## src/rtl/stream_uart_tx.sv

```systemverilog
// Byte-stream to UART transmitter: 9-bit {last,data} FIFO feeding an 8N1 serialiser.
// Define STREAM_UART_PARITY_EN to insert an even-parity bit (8E1 frames).
module stream_uart_tx #(
  parameter int DIV   = 347,
  parameter int DEPTH = 16
) (
  input  logic                     clock,
  input  logic                     reset,
  output logic                     in_ready,
  input  logic                     in_valid,
  input  logic [7:0]               in_data,
  input  logic                     in_last,
  input  logic                     int_clr,
  output logic                     uart_tx,
  output logic                     uart_int,
  output logic [$clog2(DEPTH):0]   fifo_count
);

  localparam int AW = $clog2(DEPTH);
  localparam int CW = AW + 1;
  localparam logic [15:0] RELOAD = 16'(DIV - 1);

  typedef enum logic [2:0] {
    S_IDLE,
    S_START,
    S_DATA,
`ifdef STREAM_UART_PARITY_EN
    S_PARITY,
`endif
    S_STOP
  } state_e;

  logic [8:0]    mem_q [DEPTH];
  logic [8:0]    head;
  logic [AW-1:0] wr_q, wr_d, rd_q, rd_d;
  logic [CW-1:0] cnt_q, cnt_d;
  logic          push, pop, empty, tick;

  state_e        state_q, state_d;
  logic [15:0]   baud_q, baud_d;
  logic [2:0]    bit_q, bit_d;
  logic [7:0]    shift_q, shift_d;
  logic          last_q, last_d;
  logic          tx_q, tx_d;
  logic          int_q, int_d;
`ifdef STREAM_UART_PARITY_EN
  logic          par_q, par_d;
`endif

  assign head       = mem_q[rd_q];
  assign empty      = (cnt_q == '0);
  assign in_ready   = (cnt_q != CW'(DEPTH));
  assign push       = in_valid && in_ready;
  assign tick       = (baud_q == '0);
  assign uart_tx    = tx_q;
  assign uart_int   = int_q;
  assign fifo_count = cnt_q;

  always_comb begin
    state_d = state_q;
    baud_d  = tick ? RELOAD : baud_q - 16'd1;
    bit_d   = bit_q;
    shift_d = shift_q;
    last_d  = last_q;
    int_d   = int_q;
    pop     = 1'b0;
`ifdef STREAM_UART_PARITY_EN
    par_d   = par_q;
`endif
    // set is evaluated after clear so it wins on a shared edge
    if (int_clr) int_d = 1'b0;

    case (state_q)
      S_IDLE: begin
        baud_d = RELOAD;
        if (!empty) begin
          pop     = 1'b1;
          state_d = S_START;
        end
      end
      S_START: begin
        if (tick) begin
          state_d = S_DATA;
          bit_d   = 3'd0;
        end
      end
      S_DATA: begin
        if (tick) begin
          shift_d = shift_q >> 1;
          bit_d   = bit_q + 3'd1;
          if (bit_q == 3'd7) begin
`ifdef STREAM_UART_PARITY_EN
            state_d = S_PARITY;
`else
            state_d = S_STOP;
`endif
          end
        end
      end
`ifdef STREAM_UART_PARITY_EN
      S_PARITY: begin
        if (tick) state_d = S_STOP;
      end
`endif
      S_STOP: begin
        if (tick) begin
          if (last_q) int_d = 1'b1;
          if (!empty) begin
            pop     = 1'b1;
            state_d = S_START;
          end else begin
            state_d = S_IDLE;
          end
        end
      end
      default: state_d = S_IDLE;
    endcase

    if (pop) begin
      shift_d = head[7:0];
      last_d  = head[8];
`ifdef STREAM_UART_PARITY_EN
      par_d   = ^head[7:0];
`endif
    end

    // pin level is registered from the upcoming state
    case (state_d)
      S_START:  tx_d = 1'b0;
      S_DATA:   tx_d = shift_d[0];
`ifdef STREAM_UART_PARITY_EN
      S_PARITY: tx_d = par_d;
`endif
      default:  tx_d = 1'b1;
    endcase

    wr_d  = push ? wr_q + 1'b1 : wr_q;
    rd_d  = pop  ? rd_q + 1'b1 : rd_q;
    cnt_d = cnt_q;
    if (push && !pop) cnt_d = cnt_q + 1'b1;
    else if (pop && !push) cnt_d = cnt_q - 1'b1;
  end

  always_ff @(posedge clock) begin
    if (push) mem_q[wr_q] <= {in_last, in_data};
  end

  always_ff @(posedge clock or posedge reset) begin
    if (reset) begin
      state_q <= S_IDLE;
      baud_q  <= RELOAD;
      bit_q   <= '0;
      shift_q <= '0;
      last_q  <= 1'b0;
      tx_q    <= 1'b1;
      int_q   <= 1'b0;
      wr_q    <= '0;
      rd_q    <= '0;
      cnt_q   <= '0;
`ifdef STREAM_UART_PARITY_EN
      par_q   <= 1'b0;
`endif
    end else begin
      state_q <= state_d;
      baud_q  <= baud_d;
      bit_q   <= bit_d;
      shift_q <= shift_d;
      last_q  <= last_d;
      tx_q    <= tx_d;
      int_q   <= int_d;
      wr_q    <= wr_d;
      rd_q    <= rd_d;
      cnt_q   <= cnt_d;
`ifdef STREAM_UART_PARITY_EN
      par_q   <= par_d;
`endif
    end
  end

endmodule

```

## config.mk

```make
export PLATFORM = sky130hd
export DESIGN_NAME = stream_uart_tx
export DESIGN_NICKNAME = d
export VERILOG_FILES = /design/src/rtl/stream_uart_tx.sv
export SDC_FILE = /design/constraint.sdc
export NUM_CORES = 1
export LEC_CHECK = 0
export ABC_CLOCK_PERIOD_IN_PS = 4600
export BUFFER_PORTS_ARGS = -buffer_cell sky130_fd_sc_hd__clkbuf_2
export CAP_MARGIN = 20
export CORE_MARGIN = 2
export CORE_UTILIZATION = 50
export CTS_BUF_LIST = sky130_fd_sc_hd__clkbuf_8
export DETAILED_ROUTE_END_ITERATION = 6
export PLACE_DENSITY = 0.62
export SETUP_SLACK_MARGIN = 0.1
export SYNTH_ARGS = -nofsm -noshare
export SYNTH_HDL_FRONTEND = slang
export SYNTH_SLANG_ARGS = --single-unit
```

## constraint.sdc

```tcl
create_clock -name clock -period 4.6 [get_ports clock]
set_clock_uncertainty 0.1 [all_clocks]
set_input_delay 0.23 -clock clock [delete_from_list [all_inputs] [get_ports clock]]
set_output_delay 0.23 -clock clock [all_outputs]
set_load 0.005 [all_outputs]
```

==> summary.txt, run 1 <==
Die
  • Area of the core: 15300 sq um
  • Initial Utilization: 0.516
  • Ports: 21
  • DIE HEIGHT: 130 microns
  • Area of the die: 16800 sq um
  • X dimension of the die: ~130 microns
  • Standard-cell row count: 45

Routing
  • Average wire per cell in the routed design: 20.5 microns
  • Residual antenna-violating net count after detailed routing: 0
  • Wire length reported by the detailed router: ~15 mm
  • Iter 0 DRT Violations: 213
  • Number of search-and-repair iterations in the first detailed-routing pass: 4
  • Total number of vias: between 3000 and 4000
  • Via-to-Cell Ratio: 5.51
  • DRC errors left: 0

Logic synthesis
  • Mean post-synth cell area: 17.1 sq um
  • Syn_nets: 488
  • Leading post-synthesis cells by instance count: sky130_fd_sc_hd__edfxtp_1 (144), sky130_fd_sc_hd__mux4_2 (43), sky130_fd_sc_hd__dfrtp_1 (40), sky130_fd_sc_hd__nor2_1 (40), sky130_fd_sc_hd__nand2_1 (24)
  • Gate count after technology mapping: 462
  • Dominant cells by area after synthesis: sky130_fd_sc_hd__edfxtp_1 (55%), sky130_fd_sc_hd__dfrtp_1 (13%), sky130_fd_sc_hd__mux4_2 (12%), sky130_fd_sc_hd__dfstp_2 (2.0%), sky130_fd_sc_hd__ha_1 (1.9%)
  • Count of warnings emitted by yosys: 0
  • Post-synthesis async set-or-reset flop share: 0.242
  • Dominant cell by count in the synthesized netlist: sky130_fd_sc_hd__edfxtp_1
  • Combined area of all synthesized cells: 7900 sq um
  • Post-synth top area share: 0.547
  • Netlist cell types: 52
  • Most area-hungry cell type in the Yosys netlist: sky130_fd_sc_hd__edfxtp_1
  • Predominant post-synthesis flop cell: sky130_fd_sc_hd__edfxtp_1
  • Post-synthesis sequential area ratio: 0.694
  • Number of flops mapped to enable cells by yosys: roughly 140
  • Post-synthesis register bit count: 190

GRT
  • Maximum number of pins on one net before global-route repair: 47
  • Number of global-route vias before repair: between 4000 and 5000
  • Global route overflow: 0
  • Total GRT Usage: 0.198
  • Antenna violations before repair: 0
  • Global-route wire length before repair: 23.5 mm

Setup path
  • Master of the slowest instance on the critical path: sky130_fd_sc_hd__dfrtp_1
  • Critical path buffer and inverter count: 3
  • Crit path top cell by count: sky130_fd_sc_hd__ha_1
  • Worst Setup Path Type: flip-flop to flip-flop
  • CP required: 4.84 ns
  • Worst Setup Start Kind: flip-flop
  • Largest stage delay, worst path: approximately 0.40 ns
  • Endpoint arrival time on the critical path: 3.87 ns
  • Gate family responsible for the most delay along the worst path: simple AND/OR/NAND/NOR gates
  • Critical-path cell list: inv_1 -> ha_1 -> nor3b_1 -> nand4_1 -> nor3_4 -> a32oi_1 -> buf_4 -> ha_1 -> inv_1 -> ha_1 -> a21o_1 -> a21oi_1 -> xnor2_1 -> nor2_1 -> xor2_1
  • Maximum fanout encountered on the critical timing path: 21
  • Critical Path Sink Type: flip-flop
  • Reg2reg setup slack: 0.97 ns

Clock network
  • Register clock-pin slew on the reported worst setup and hold paths: ~0.10 ns
  • CTS-repair resized insts: 0
  • Worst-Skew Late Latency: about 0.46 ns
  • Number of CTS-inserted buffers: 17
  • CTS max path bufs: 2
  • Cell at the root of the clock tree: sky130_fd_sc_hd__clkbuf_8
  • CTS tree: yes
  • Number of levels the H-tree was split into: 4
  • Clock sink count: 190

Cells and area
  • Sequential standard cell area: 5480 sq um
  • Filler Cell Count: between 1000 and 1500
  • Final net count: ~530
  • Area grow syn2layout: 11.3%
  • Final std cell area, no fill: ~8800 sq um
  • Core Util, Final: 0.574
  • Filler-free cell count of the finished design: between 700 and 800
  • Layout cell share with drive strength beyond 1: 0.265
  • Area of combinational cells with multiple inputs: 2270 sq um
  • Antenna diodes: 0

STA
  • Fmax: 0.276 GHz
  • Hold Vio Cnt, Final: 0
  • Final Critical Period: about 3.6 ns
  • Final worst path period share: 0.788
  • Worst Slack Setup Final: between 0.9 and 1 ns
  • RSZ-0062 raised after global routing: no
  • Final setup vio count: 0
  • Fin Setup TNS: 0 ns
  • Slew Limit Fails: 0
  • Normalized max-slew margin: 0.370
  • Worst hold slack: 0.0621 ns
  • Slew at the pin closest to its max-slew limit: between 0.9 and 1 ns

Power and ir drop
  • Power density over the cells: 550 nW/um^2
  • Total leakage power: about 3.1 nW
  • Power Total: 4.83 mW
  • Peak ir drop on the vdd network: ~0.43 mV

Placed design
  • Gpl congestion: 0.734
  • Pre-CTS worst setup slack: 0.997 ns
  • Number of placed instances with taps included: 688
  • Instance area at placement: 8300 sq um
  • Input/output buffers: 20
  • HPWL Detailed: 9.65 mm

Hold path
  • Hold/Removal Path Class: input pin to flip-flop

Run
  • Max Cap Violations: 0

Run status
  • Run status: finished clean
[power breakdown]
group / total (mW) / internal (mW) / switching (mW)
Sequential: 2.33 / 2.11 / 0.223
Combinational: 1.33 / 0.692 / 0.641
Clock: 1.17 / 0.555 / 0.617
Total: 4.83 / 3.35 / 1.48
[worst reg2reg max path, cell delays in order (launching register included)]
cell and delay (ns):
sky130_fd_sc_hd__dfrtp_1 0.40, sky130_fd_sc_hd__inv_1 0.07, sky130_fd_sc_hd__ha_1 0.17, sky130_fd_sc_hd__nor3b_1 0.40, sky130_fd_sc_hd__nand4_1 0.26, sky130_fd_sc_hd__nor3_4 0.35
sky130_fd_sc_hd__a32oi_1 0.14, sky130_fd_sc_hd__buf_4 0.23, sky130_fd_sc_hd__ha_1 0.26, sky130_fd_sc_hd__inv_1 0.12, sky130_fd_sc_hd__ha_1 0.27, sky130_fd_sc_hd__a21o_1 0.20
sky130_fd_sc_hd__a21oi_1 0.19, sky130_fd_sc_hd__xnor2_1 0.14, sky130_fd_sc_hd__nor2_1 0.06, sky130_fd_sc_hd__xor2_1 0.14
[path summary, 6_finish.rpt]
| kind | start | end | cells after the start |
|---|---|---|---|
| setup reg to reg | baud_q[0]$_DFF_PP0_ | fifo_count[4]$_DFFE_PP0P_ | 15 |
| hold reg to reg | baud_q[0]$_DFF_PP0_ | baud_q[0]$_DFF_PP0_ | 1 |
| setup / recovery | baud_q[0]$_DFF_PP0_ | fifo_count[4]$_DFFE_PP0P_ | 15 |
| max in group asynchronous | reset | rd_q[0]$_DFFE_PP0P_ | 3 |
| min in group asynchronous | reset | wr_q[2]$_DFFE_PP0P_ | 3 |
| hold / removal | in_data[7] | mem_q[0][7]$_DFFE_PP_ | 1 |
[area by class of cell]
type | instances | share of cell area
Tap cell | 211 | 0.0300
Clock inverter | 15 | 0.0232
Multi-Input combinational cell | 238 | 0.258
Sequential cell | 190 | 0.624
Timing Repair Buffer | 42 | 0.0329
Clock buffer | 17 | 0.0266
Inverter | 12 | 0.00512
[sequential cells by signal, summed over array words and instances, names as in the netlist]
signal,flops
mem_q,144
last_q,1
wr_q,4
rd_q,4
fifo_count,5
uart_tx,1
bit_q,3
uart_int,1
shift_q,8
state_q,3
baud_q,16
[placed cells by master, fill, tap and decap left out, types with 2 or more instances in the layout]
cell type                       Yosys  routed
sky130_fd_sc_hd__edfxtp_1         144     144
sky130_fd_sc_hd__mux4_2            43      43
sky130_fd_sc_hd__nor2_1            40      40
sky130_fd_sc_hd__dfrtp_1           40      39
sky130_fd_sc_hd__nand2_1           24      24
sky130_fd_sc_hd__clkbuf_2           0      20
sky130_fd_sc_hd__clkbuf_8           0      17
sky130_fd_sc_hd__xnor2_1           16      16
sky130_fd_sc_hd__buf_4              1      15
sky130_fd_sc_hd__ha_1              12      12
sky130_fd_sc_hd__inv_1             12      11
sky130_fd_sc_hd__a21oi_1           11      11
sky130_fd_sc_hd__mux2i_1           10      10
sky130_fd_sc_hd__nor3_1             8       8
sky130_fd_sc_hd__xor2_1             8       8
sky130_fd_sc_hd__o21ai_0            7       7
sky130_fd_sc_hd__nand2b_1           7       7
sky130_fd_sc_hd__dfstp_2            6       6
sky130_fd_sc_hd__buf_6              1       5
sky130_fd_sc_hd__nor2_2             4       4
sky130_fd_sc_hd__a22o_1             4       4
sky130_fd_sc_hd__inv_6              0       4
sky130_fd_sc_hd__nor4_1             3       3
sky130_fd_sc_hd__and2_1             3       3
sky130_fd_sc_hd__mux2_2             3       3
sky130_fd_sc_hd__nand3_1            3       3
sky130_fd_sc_hd__a21o_1             3       3
sky130_fd_sc_hd__bufinv_16          0       3
sky130_fd_sc_hd__clkinvlp_4         0       3
sky130_fd_sc_hd__nand4_1            2       2
sky130_fd_sc_hd__or4_4              2       2
sky130_fd_sc_hd__o31ai_1            2       2
sky130_fd_sc_hd__a31oi_1            2       2
sky130_fd_sc_hd__clkinv_8           0       2
sky130_fd_sc_hd__dlygate4sd3_1      0       2
[what timing repair did]
action / in CTS / in global routing
setup endpoints to repair: 0 / 0
hold endpoints to repair: 41 / 0
setup buffers: 0 / 0
hold buffers: 2 / 0
[cells by family after synthesis]
group | after synthesis | share of synthesized area
AO/OA/AOI/OAI | 38 | 0.0310
XOR/XNOR | 24 | 0.0266
adder cells (fa/ha/maj) | 13 | 0.0215
buffers and inverters | 34 | 0.0182
flip-flops | 190 | 0.694
multiplexers | 56 | 0.140
other | 1 | 0.000475
AND/OR/NAND/NOR | 106 | 0.0684
[metal layers]
layer	vias up	wire length, microns	track usage
met5	-	0	0
met4	0	133	0.0607
met3	11	556	0.0410
met2	72	7930	0.349
met1	2065	6220	0.248
li1	1844	-	-
Power figures use the tool's default switching activity.
==> run 2, diff against run 1 <==
- ABC_CLOCK_PERIOD_IN_PS: 4600 -> 3300
- PLACE_DENSITY: 0.62 -> 0.65
- clock period: 4.6 -> 3.3 ns (I/O delays scaled with it)
==> run 2 against run 1 <==
  * Clock power is 34% higher
  * Maximum frequency is 20% higher
  * First-iteration DRC count is 19% higher
  * Global-route usage hardly changed
  * Critical path depth is 2 lower
  * Critical endpoint unchanged
  * Worst setup slack worse by 0.70 ns
  * Via count is 2.8% higher
  * Highest routed layer unchanged
  * Flip-flop and latch count stayed put
  * Non-clock buffer count is 20 higher
  * Wire length is 1.4% higher
  * Sequential power is 40% higher
  * Largest cell class unchanged
  * Critical path type unchanged
  * Hold slack worse by 0.043 ns
==> summary.txt, run 2 (synthesis gave the netlist of run 1 again) <==
Setup path
  • CP Launch Point: fifo_count[1]$_DFFE_PP0P_
  • Endpoint arrival time on the critical path: 3.27 ns
  • Largest stage delay, worst path: between 0.4 and 0.5 ns
  • Cell count of the worst reg-to-reg path: 13
  • Master of the slowest instance on the critical path: sky130_fd_sc_hd__dfrtp_2
  • Critical-path cell list: nor4_2 -> buf_4 -> and2b_1 -> nor2_1 -> a32oi_2 -> ha_2 -> inv_1 -> ha_1 -> a21o_1 -> a21oi_1 -> xnor2_1 -> nor2_1 -> xor2_1
  • Worst path depth: 13
  • Gate family responsible for the most delay along the worst path: compound AO/OA/AOI/OAI gates
  • Worst Setup Path Type: flip-flop to flip-flop
  • Worst Setup Start Kind: flip-flop
  • Reg2reg setup slack: 0.27 ns
  • Crit path top cell by count: sky130_fd_sc_hd__nor2_1
  • CP required: 3.55 ns
  • Worst flop-to-flop path endpoint: fifo_count[4]$_DFFE_PP0P_
  • Critical path buffer and inverter count: 2
  • Critical Path Sink Type: flip-flop
  • Worst reg2reg path startpoint: fifo_count[1]$_DFFE_PP0P_
  • Maximum fanout encountered on the critical timing path: 5
  • Timing endpoint of the critical path: fifo_count[4]$_DFFE_PP0P_

GRT
  • Global route overflow: 0
  • Most used routing layer in global routing: met2
  • Number of global-route vias before repair: between 4000 and 5000
  • Met1 Resource Use GR: 0.262
  • Total GRT Usage: 0.198
  • Global-route wire length before repair: 23.7 mm
  • Global Route met2 Usage: 0.325
  • Met3 Track Usage GR: 0.0414
  • Maximum number of pins on one net before global-route repair: 47
  • Antenna violations before repair: 0

Cells and area
  • Area grow syn2layout: 13.4%
  • Area of combinational cells with multiple inputs: 2300 sq um
  • Flip-flop count of the largest register after layout: 144
  • Sequential standard cell area: about 5500 sq um
  • Highest-count cells in the layout ignoring fill and taps: sky130_fd_sc_hd__edfxtp_1 (144), sky130_fd_sc_hd__mux4_2 (43), sky130_fd_sc_hd__nor2_1 (40)
  • Antenna diodes: 0
  • Registers with the highest flip-flop counts: mem_q (144), baud_q (16), shift_q (8)
  • Layout cell share with drive strength beyond 1: 0.285
  • Reg with most FFs: mem_q
  • Final net count: between 500 and 600
  • Filler Cell Count: 1199
  • Most frequent standard cell in the layout excluding fill and tap cells: sky130_fd_sc_hd__edfxtp_1

Routing
  • Average wire per cell in the routed design: 20.2 microns
  • Via-to-Cell Ratio: 5.51
  • Number of search-and-repair iterations in the first detailed-routing pass: 5
  • Iter 0 DRT Violations: 254
  • Wire length reported by the detailed router: around 15 mm
  • DRC errors left: 0
  • Total number of vias: 4102
  • Residual antenna-violating net count after detailed routing: 0

Clock network
  • Clock sink count: 190
  • Number of levels the H-tree was split into: 4
  • CTS tree: yes
  • Cell at the root of the clock tree: sky130_fd_sc_hd__clkbuf_8
  • Number of CTS-inserted buffers: 17
  • Worst-Skew Late Latency: 0.47 ns
  • CTS max path bufs: 2
  • Register clock-pin slew on the reported worst setup and hold paths: approximately 0.10 ns

STA
  • Hold Vio Cnt, Final: 0
  • Normalized max-slew margin: 0.574
  • Fmax: 0.330 GHz
  • Fin Setup TNS: 0 ns
  • Final Critical Period: 3.03 ns
  • Final worst path period share: 0.917
  • Slew at the pin closest to its max-slew limit: between 0.6 and 0.7 ns
  • Slew Limit Fails: 0
  • Final setup vio count: 0
  • RSZ-0062 raised after global routing: no

Die
  • Initial Utilization: 0.516
  • X dimension of the die: 130 microns
  • Standard-cell row count: 45
  • Ports: 21
  • Area of the die: around 17000 sq um
  • Area of the core: 15300 sq um
  • DIE HEIGHT: 130 microns

Placed design
  • Input/output buffers: 20
  • HPWL Detailed: 9.30 mm
  • Gpl congestion: 0.775

Run
  • Max Cap Violations: 0

Hold path
  • Hold/Removal Path Class: input pin to async pin

Power and ir drop
  • Power Total: a little under 7 mW
  • Total leakage power: about 3.2 nW
  • Peak ir drop on the vdd network: 0.416 mV
  • Power density over the cells: 755 nW/um^2

Run status
  • Run status: finished clean
-- run 2: cell count changes in the layout (fill, tap and decap cells not counted), sizes merged --
| cell | previous run | this run |
|---|---|---|
| clkinv | 4 | 2 |
| inv | 17 | 22 |
| dlygate4sd3 | 2 | 11 |
| clkinvlp | 3 | 1 |
| buf | 20 | 31 |
| bufinv | 3 | 2 |
-- run 2: worst min-delay path, cell delays in order --
cell	delay (ns)
sky130_fd_sc_hd__dlygate4sd3_1	0.53
sky130_fd_sc_hd__clkbuf_2	0.11
sky130_fd_sc_hd__inv_2	0.13
-- run 2: layer usage --
layer  wire length (microns)  share of wire  vias up
li1                        -              -     1888
met1                    6450           0.43     2105
met2                    7740           0.51       88
met3                     592          0.039       21
met4                     265          0.018        0
met5                       0              0        -
-- run 2: worst min-delay path by stage --
stage | startpoint | slack [ns] | cells after the start | end
finish | reset | 0.02 | 3 | wr_q[0]$_DFFE_PP0P_
global route | reset | 0.006 | 3 | fifo_count[2]$_DFFE_PP0P_
CTS | in_valid | 0.08 | 3 | wr_q[0]$_DFFE_PP0P_
detailed placement | int_clr | 0.26 | 2 | uart_int$_DFF_PP0_
global placement | int_clr | 0.26 | 2 | uart_int$_DFF_PP0_
floorplan | int_clr | 0.16 | 1 | uart_int$_DFF_PP0_
-- run 2: layout make-up --
class,instances,area share
Sequential cell,190,0.612
Clock inverter,15,0.0194
Timing Repair Buffer,62,0.0508
Clock buffer,17,0.0261
Multi-Input combinational cell,238,0.257
Inverter,12,0.00503
Tap cell,211,0.0295
-- run 2: repair_timing --
| item | in CTS | in global routing |
|---|---|---|
| buffers inserted | 1 | 3 |
| hold endpoints to repair | 158 | 0 |
| hold buffers | 11 | 0 |
| resized for setup | 0 | 4 |
| pin swaps | 1 | 3 |
| endpoints found under the setup margin | 1 | 2 |
-- run 2: metrics by stage --
step | util | worst slack [ns] | instances | hold slack (ns) | instance area, sq um
after floorplan | - | 0.105 | 462 | 0.164 | 7910
after global placement | 0.547 | 0.185 | 697 | 0.256 | 8370
after detailed placement | 0.547 | 0.0559 | 697 | 0.263 | 8370
after CTS | 0.581 | 0.141 | 741 | 0.0797 | 8900
after global routing | 0.585 | 0.0689 | 745 | 0.00627 | 8960
final | 0.585 | 0.274 | 745 | 0.0195 | 8960
-- run 2: where the power goes --
group	leakage [nW]	internal, mW	switching (mW)
Combinational	1.16	1.02	0.903
Sequential	1.86	2.94	0.326
Clock	0.211	0.703	0.868
Total	3.24	4.66	2.10
